### src/rtl/axi_rd_arb.sv
// Two-requester AXI read arbiter: round-robin AR grant, one outstanding burst,
// R beats steered to the owner until rlast, with burst length / ID checking.
module axi_rd_arb #(
    parameter int unsigned ID_W   = 4,
    parameter int unsigned ADDR_W = 64,
    parameter int unsigned DATA_W = 64,
    parameter int unsigned LEN_W  = 8
) (
    input  logic              clk,
    input  logic              reset,

    input  logic              m0_arvalid,
    output logic              m0_arready,
    input  logic [ID_W-1:0]   m0_arid,
    input  logic [ADDR_W-1:0] m0_araddr,
    input  logic [LEN_W-1:0]  m0_arlen,
    input  logic [2:0]        m0_arsize,
    input  logic [1:0]        m0_arburst,
    output logic              m0_rvalid,
    input  logic              m0_rready,
    output logic [ID_W-1:0]   m0_rid,
    output logic [DATA_W-1:0] m0_rdata,
    output logic [1:0]        m0_rresp,
    output logic              m0_rlast,

    input  logic              m1_arvalid,
    output logic              m1_arready,
    input  logic [ID_W-1:0]   m1_arid,
    input  logic [ADDR_W-1:0] m1_araddr,
    input  logic [LEN_W-1:0]  m1_arlen,
    input  logic [2:0]        m1_arsize,
    input  logic [1:0]        m1_arburst,
    output logic              m1_rvalid,
    input  logic              m1_rready,
    output logic [ID_W-1:0]   m1_rid,
    output logic [DATA_W-1:0] m1_rdata,
    output logic [1:0]        m1_rresp,
    output logic              m1_rlast,

    output logic              s_arvalid,
    input  logic              s_arready,
    output logic [ID_W-1:0]   s_arid,
    output logic [ADDR_W-1:0] s_araddr,
    output logic [LEN_W-1:0]  s_arlen,
    output logic [2:0]        s_arsize,
    output logic [1:0]        s_arburst,
    input  logic              s_rvalid,
    output logic              s_rready,
    input  logic [ID_W-1:0]   s_rid,
    input  logic [DATA_W-1:0] s_rdata,
    input  logic [1:0]        s_rresp,
    input  logic              s_rlast,

    output logic              err
);

    localparam logic [1:0] StIdle = 2'd0;
    localparam logic [1:0] StAddr = 2'd1;
    localparam logic [1:0] StData = 2'd2;

    logic [1:0]        state_q, state_d;
    logic              prio_q, prio_d;
    logic              gnt_q, gnt_d;
    logic [LEN_W-1:0]  beat_q, beat_d;
    logic [ID_W-1:0]   arid_q, arid_d;
    logic [ADDR_W-1:0] araddr_q, araddr_d;
    logic [LEN_W-1:0]  arlen_q, arlen_d;
    logic [2:0]        arsize_q, arsize_d;
    logic [1:0]        arburst_q, arburst_d;
    logic              err_q, err_d;

    logic win;
    logic ar_hs;
    logic in_data;
    logic r_hs;

    always_comb begin
        // Contention goes to prio; otherwise whichever requester is valid.
        win        = (m0_arvalid & m1_arvalid) ? prio_q : m1_arvalid;
        ar_hs      = (state_q == StIdle) & (m0_arvalid | m1_arvalid);
        m0_arready = ar_hs & ~win;
        m1_arready = ar_hs & win;

        in_data    = (state_q == StData);
        s_rready   = in_data & (gnt_q ? m1_rready : m0_rready);
        m0_rvalid  = in_data & ~gnt_q & s_rvalid;
        m1_rvalid  = in_data & gnt_q & s_rvalid;
        r_hs       = in_data & s_rvalid & s_rready;

        s_arvalid  = (state_q == StAddr);
        s_arid     = arid_q;
        s_araddr   = araddr_q;
        s_arlen    = arlen_q;
        s_arsize   = arsize_q;
        s_arburst  = arburst_q;

        m0_rid     = s_rid;
        m0_rdata   = s_rdata;
        m0_rresp   = s_rresp;
        m0_rlast   = s_rlast;
        m1_rid     = s_rid;
        m1_rdata   = s_rdata;
        m1_rresp   = s_rresp;
        m1_rlast   = s_rlast;
        err        = err_q;
    end

    always_comb begin
        state_d   = state_q;
        prio_d    = prio_q;
        gnt_d     = gnt_q;
        beat_d    = beat_q;
        arid_d    = arid_q;
        araddr_d  = araddr_q;
        arlen_d   = arlen_q;
        arsize_d  = arsize_q;
        arburst_d = arburst_q;
        err_d     = 1'b0;

        unique case (state_q)
            StIdle: begin
                if (ar_hs) begin
                    gnt_d     = win;
                    beat_d    = '0;
                    arid_d    = win ? m1_arid    : m0_arid;
                    araddr_d  = win ? m1_araddr  : m0_araddr;
                    arlen_d   = win ? m1_arlen   : m0_arlen;
                    arsize_d  = win ? m1_arsize  : m0_arsize;
                    arburst_d = win ? m1_arburst : m0_arburst;
                    state_d   = StAddr;
                end
            end
            StAddr: begin
                if (s_arready) begin
                    state_d = StData;
                end
            end
            StData: begin
                if (r_hs) begin
                    beat_d = beat_q + LEN_W'(1);
                    // Errors are reported only; rlast alone ends the burst.
                    err_d  = (s_rid != arid_q)
                           | (s_rlast & (beat_q != arlen_q))
                           | (~s_rlast & (beat_q == arlen_q));
                    if (s_rlast) begin
                        state_d = StIdle;
                        prio_d  = ~gnt_q;
                    end
                end
            end
            default: state_d = StIdle;
        endcase
    end

    always_ff @(posedge clk) begin
        if (!reset) begin
            state_q   <= StIdle;
            prio_q    <= 1'b0;
            gnt_q     <= 1'b0;
            beat_q    <= '0;
            arid_q    <= '0;
            araddr_q  <= '0;
            arlen_q   <= '0;
            arsize_q  <= '0;
            arburst_q <= '0;
            err_q     <= 1'b0;
        end else begin
            state_q   <= state_d;
            prio_q    <= prio_d;
            gnt_q     <= gnt_d;
            beat_q    <= beat_d;
            arid_q    <= arid_d;
            araddr_q  <= araddr_d;
            arlen_q   <= arlen_d;
            arsize_q  <= arsize_d;
            arburst_q <= arburst_d;
            err_q     <= err_d;
        end
    end

endmodule

### config.mk
export PLATFORM = sky130hd
export DESIGN_NAME = axi_rd_arb
export DESIGN_NICKNAME = d
export VERILOG_FILES = /design/src/rtl/axi_rd_arb.sv
export SDC_FILE = /design/constraint.sdc
export NUM_CORES = 1
export LEC_CHECK = 0
export CAP_MARGIN = 20
export CORE_AREA = 5 5 182 184
export DETAILED_ROUTE_END_ITERATION = 16
export DIE_AREA = 0 0 187 189
export MAX_ROUTING_LAYER = met4
export PLACE_DENSITY = 0.48
export SETUP_SLACK_MARGIN = 0.05
export SYNTH_ARGS = -nofsm -noshare
export SYNTH_HDL_FRONTEND = slang
export SYNTH_SLANG_ARGS = --single-unit
### constraint.sdc
create_clock -name clk -period 1.7 [get_ports clk]
set_clock_uncertainty 0.05 [all_clocks]
set_input_delay 0.17 -clock clk [delete_from_list [all_inputs] [get_ports clk]]
set_output_delay 0.17 -clock clk [all_outputs]
set_load 0.02 [all_outputs]
Word-level counts from Yosys, hierarchy flattened
Cells that the tools add are included.
{"block": "totals", "ram_bits": 0, "out_inout_bits": 230, "rom_bits": 0, "mem_count": 0, "inputBits": 241, "wordCells": 61, "latch_bits": 0, "regBits": 94}
{"block": "classes", "n_mul": 0, "n_bitwise": 19, "n_mux": 15, "addsub": 1, "n_eq_ne": 9, "reduce_logical": 7, "shifts": 0, "div": 0, "magnitude_cmp": 0}
{"operator": "two-way mux 64 bit", "count": 1}
{"operator": "two-way mux 8 bit", "count": 3}
{"operator": "one-hot mux 8 bit (2 select lines)", "count": 1}
{"operator": "AND 1 bit", "count": 13}
{"operator": "two-way mux 2 bit", "count": 5}
{"operator": "AND reduction 3 bit", "count": 3}
{"operator": "adder 8 x 1 -> 8 bit (second input constant)", "count": 1}
{"operator": "== test 8 bit", "count": 1}
{"operator": "!= test 8 bit", "count": 1}
{"operator": "one-hot mux 2 bit (3 select lines)", "count": 1}
{"operator": "two-way mux 4 bit", "count": 1}
{"operator": "!= test 2 x 1 -> 1 bit (second input constant)", "count": 2}
{"operator": "!= test 2 bit (second input constant)", "count": 2}
{"operator": "!= test 4 bit", "count": 1}
{"operator": "AND reduction 4 bit", "count": 1}
{"operator": "two-way mux 3 bit", "count": 1}
{"operator": "NOT 1 bit", "count": 3}
{"operator": "OR 1 bit", "count": 3}
{"operator": "== test 2 x 1 -> 1 bit (second input constant)", "count": 1}
{"operator": "== test 2 bit (second input constant)", "count": 1}
{"operator": "logical NOT 2 bit", "count": 1}
{"operator": "two-way mux 1 bit", "count": 2}
{"operator": "AND reduction 2 bit", "count": 1}
{"operator": "nonzero test 2 bit", "count": 1}

Logic depth before layout (Yosys ltp)
Gate-level depths: netlist (run 1).
{"block": "depth", "ltp_word": 5, "mapped_depth": 7, "mapped_depth_nobuf": 5}

Worst setup path after synthesis (run 1)
No wires, ideal clock.
{"block": "synth_path", "kind": "reg2reg", "start": "register state_q[0]", "end": "register araddr_q[13] (netlist: s_araddr[13])", "stages_incl_launch_ff": 6, "setup_ns": 0.066, "required_ns": 1.584, "period_less_slack_ns": 1.613, "slack_ns": 0.087, "path_buffers": 2, "arrival_ns": 1.497, "cell_sequence": "dfxtp_1 -> buf_2 -> a2111oi_4 -> buf_6 -> a222oi_1 -> nor2b_1"}
{"block": "synth_via", "elab_chain_cells": 3}
{"item": "from (decl)", "line_no": "61", "text": "logic [1:0] state_q, state_d;"}
{"item": "from (signal assigned)", "line_no": "157", "text": "state_q <= StIdle;"}
{"item": "from (signal assigned)", "line_no": "168", "text": "state_q <= state_d;"}
{"item": "logical NOT 2 bit (*)", "line_no": "80, 120"}
{"item": "AND 1 bit", "line_no": "80", "text": "ar_hs = (state_q == StIdle) & (m0_arvalid | m1_arvalid);"}
{"item": "AND reduction 2 bit (no source line) (*)"}
{"item": "to (signal assigned)", "line_no": "173", "text": "araddr_q <= araddr_d;"}
{"item": "to (decl)", "line_no": "66", "text": "logic [ADDR_W-1:0] araddr_q, araddr_d;"}
Every way passes the cells marked *; elsewhere a longest branch is shown, timed or not.
A chain may end at the register's enable or synchronous reset.

Worst setup path after layout (run 1)
{"block": "layout_path", "start": "input port m1_arvalid", "end": "output port m1_arready"}
{"block": "layout_via", "elab_chain_cells": 3, "word_cells_on_any_way": 5, "cone_classes": "mux: 1; bitwise: 4"}
{"item": "from (decl)", "line_no": "26", "text": "input logic m1_arvalid,"}
{"item": "OR 1 bit / AND 1 bit (equally long branches)", "line_no": "80, 79"}
{"item": "AND 1 bit / two-way mux 1 bit (equally long branches)", "line_no": "80, 79"}
{"item": "AND 1 bit (*)", "line_no": "82", "text": "m1_arready = ar_hs & win;"}
{"item": "to (decl)", "line_no": "27", "text": "output logic m1_arready,"}
Marks and branches as above.

==> metrics.md, run 1 <==
| Metric | Value |
|---|---|
| Gr usage total | `11.4%` |
| TNS Setup | `0 ps` |
| Worst slew pin tran | `420 ps` |
| Inserted Diodes | `0` |
| H-tree levels | `3` |
| Seq/Total Area, Yosys | `37.0%` |
| Hold/Removal Path Class | `input port to flop` |
| Placed cell area | `7370 µm²` |
| CP max stage delay | `550 ps` |
| Largest net degree at the start of global routing | `46` |
| Part of the cycle the worst path needs | `96.3%` |
| Reg2Reg Depth | `6` |
| Post-Synth XOR/XNOR Area | `2.07%` |
| Top post-synthesis cells by area | `dfxtp_1, buf_4, a222oi_1` |
| Fin cells | `1086` |
| Ys Warns | `0` |
| Post-route cell area | `8010 µm²` |
| CP max FO | `5` |
| Crit-path slowest cell | `clkdlybuf4s50_1` |
| Root buf cell | `clkbuf_16` |
| Worst slew margin | `71.9%` |
| 1st-iter DRT viols | `372` |
| CP cell instances | `clkdlybuf4s50_1 -> buf_4 -> o211a_4 -> clkdlybuf4s15_2` |
| Leakage | `2.92 nW` |
| Wire per inst | `21.2 µm` |
| CP Data Arrival Time | `1420 ps` |
| Final-report setup violation count | `0` |
| Final Slew Violations | `0` |
| Post-synth EDFFs | `0` |
| Vias per inst | `4.24` |
| Ports | `471` |
| Mux share of post-synthesis cell area | `0.197%` |
| Crit path from | `m1_arvalid` |
| Mapped cell area | `5080 µm²` |
| Cell variety after synth | `40` |
| DRC violations left | `0` |
| Most frequent cell after synthesis | `buf_4` |
| R2R setup slack | `110 ps` |
| Synth Area in Adders | `0.246%` |
| Capture point of the worst reg-to-reg path | `s_arlen[2]` |
| Endpoints failing hold | `0` |
| Vias in the first global route | `4677` |
| Crit path buffers/inverters | `3` |
| Unrepaired setup endpoints after global routing | `true` |
| CP Depth | `4` |
| Power Density | `865 nW/µm²` |
| DP HPWL | `16000 µm` |
| RePlAce Congestion | `0.708` |
| Max Cap Viol | `0` |
| Hold Buf Count CTS | `0` |
| Placed Cells incl. Taps | `1055` |
| Filler Cell Count | `3315` |
| Worst Setup Path Type | `input port to output pin` |
| Cells after synthesis | `528` |
| Peak VDD IR | `0.000478 V` |
| Core Util, Final | `25.6%` |
| Max Buffers Root-to-Sink | `2` |
| Synthesis-to-finish area growth | `57.6%` |
| Die footprint | `35300 µm²` |
| Die width | `187 µm` |
| Yosys reg bits | `94` |
| Final nets | `921` |
| Die height | `189 µm` |
| Primary FF master, synth | `dfxtp_1` |
| Worst setup endpoint | `m1_arready` |
| Largest family of logic cells by synthesized area | `buffers and inverters` |
| Post-DRT Antenna Nets | `0` |
| Initial core utilization | `16.3%` |
| Sink Count | `94` |
| Syn Area/Cell | `9.62 µm²` |
| Synthesized Nets | `770` |
| Most common library cells after synthesis | `buf_4, dfxtp_1, nor2b_1` |
| Layout cell share with drive strength beyond 1 | `12.6%` |
| Synth area leader | `dfxtp_1` |
| First-pass GRT wire length | `29700 µm` |
| CTS Buf Count | `9` |
| Grt total ovfl | `0` |
| Port Buf Inserts | `272` |
| Drt first pass iters | `7` |
| Clock-pin slew of the registers on the worst-case setup and hold paths | `70 ps` |
| Status | `finished clean` |
| Row cnt | `65` |
| Reg-to-reg startpoint | `state_q[1]` |
| Compound-Gate Fraction of Synth Area | `20.1%` |
| Core outline area | `31200 µm²` |
| Post-synthesis simple-gate area fraction | `14.8%` |
| Hold WS | `161 ps` |
| Async set or reset register ratio after synthesis | `0%` |
| Cell family contributing the most delay on the critical path | `buffers and inverters` |
| Overall routed net length | `23000 µm` |
| CTS tree | `built` |
| CP endpoint kind | `output pin` |
| Vias | `4602` |
| Kind of start point of the critical path | `input port` |
| Req. time, crit path | `1480 ps` |
| Clk_lat worst skew | `360 ps` |
| Highest Clock Rate | `0.611 GHz` |
| Synth top area share | `37.0%` |
| Initial antenna violation count | `0` |
| Fin crit period | `1640 ps` |
-- flip-flops by register name, indices dropped and copies added (netlist names) --
name,count
s_arlen,8
gnt_q,1
prio_q,1
err,1
s_arburst,2
s_arsize,3
s_araddr,64
state_q,2
beat_q,8
s_arid,4
-- cell families after synthesis --
family	after synthesis
buffers and inverters	185
and+or+nand+nor	126
AOI/OAI and AO/OA	109
DFF	94
adders and majority gates	1
muxes	1
xor gates and xnor gates	12
-- stage by stage --
step	worst slack (ps)	power, mW
floorplan	87.5	3.82
global placement	-352	4.44
detailed placement	-391	4.45
CTS	51.7	6.91
global route	12.3	7.29
finish	62.8	6.93
-- layout make-up --
type / instances / area [µm²] / share of cell area [%]
Multi-Input combinational cell: 250 / 1980 / 24.7
Sequential cell: 94 / 1890 / 23.6
Clock buffer: 13 / 270 / 3.38
Timing Repair Buffer: 321 / 3290 / 41.1
Inverter: 3 / 11.3 / 0.141
Tap cell: 402 / 503 / 6.28
Clock inverter: 3 / 65.1 / 0.813
-- metal layers --
layer | GRT usage (%) | vias to the layer above | share of wire (%)
li1 | - | 2109 | -
met1 | 11.3 | 2148 | 37
met2 | 19.3 | 299 | 52
met3 | 4.83 | 46 | 8.6
met4 | 5.75 | 0 | 3.3
met5 | - | - | 0
-- power breakdown --
group,switching [mW],internal (mW),total (mW)
combinational,0.923,1.14,2.06
clock,0.952,1.41,2.36
sequential,0.124,2.38,2.50
total,2.00,4.93,6.93
-- layout by cell type (no fill, tap or decap), types with 2 or more instances in the layout --
cell type        count
a21boi_0             3
a21oi_1              6
a222oi_1            81
and2_1               3
buf_12               6
buf_2                2
buf_4               26
buf_6               12
bufinv_16            2
clkbuf_16           15
clkbuf_8             3
clkdlybuf4s50_1    242
dfxtp_1             91
dfxtp_4              2
dlygate4sd2_1       19
dlymetal6s2s_1       4
inv_1                2
nand2_1              8
nand3_1              2
nand3b_1             3
nand4_1              3
nor2_1               9
nor2b_1             84
nor3_1               3
nor4b_2              2
o21a_1               6
o21ai_0              4
o21ai_4              2
o22ai_1              3
xnor2_1              8
xor2_1               4
-- repair_timing --
item / CTS / global route
cloned: 0 / 10
setup endpoints to repair: 61 / 77
setup buffers: 5 / 1
pin swaps: 0 / 23
gates resized for setup: 45 / 20
-- worst min path at each step --
| stage | start | slack (ps) | cells past startpoint | endpoint |
|---|---|---|---|---|
| after floorplan | s_rlast | 290 | 2 | prio_q |
| after global placement | s_rdata[60] | 290 | 0 | m0_rdata[60] |
| after detailed placement | s_rdata[60] | 290 | 0 | m0_rdata[60] |
| after CTS | reset | 130 | 2 | s_araddr[44] |
| after global routing | reset | 170 | 2 | s_araddr[44] |
| final | reset | 160 | 2 | s_araddr[44] |
Power figures use the tool's default switching activity.
==> run 2, diff against run 1 <==
CTS_CLUSTER_DIAMETER = 60   (was unset)
==> results of run 2 <==
The final DEF is identical to that of run 1; final timing and power are the same.
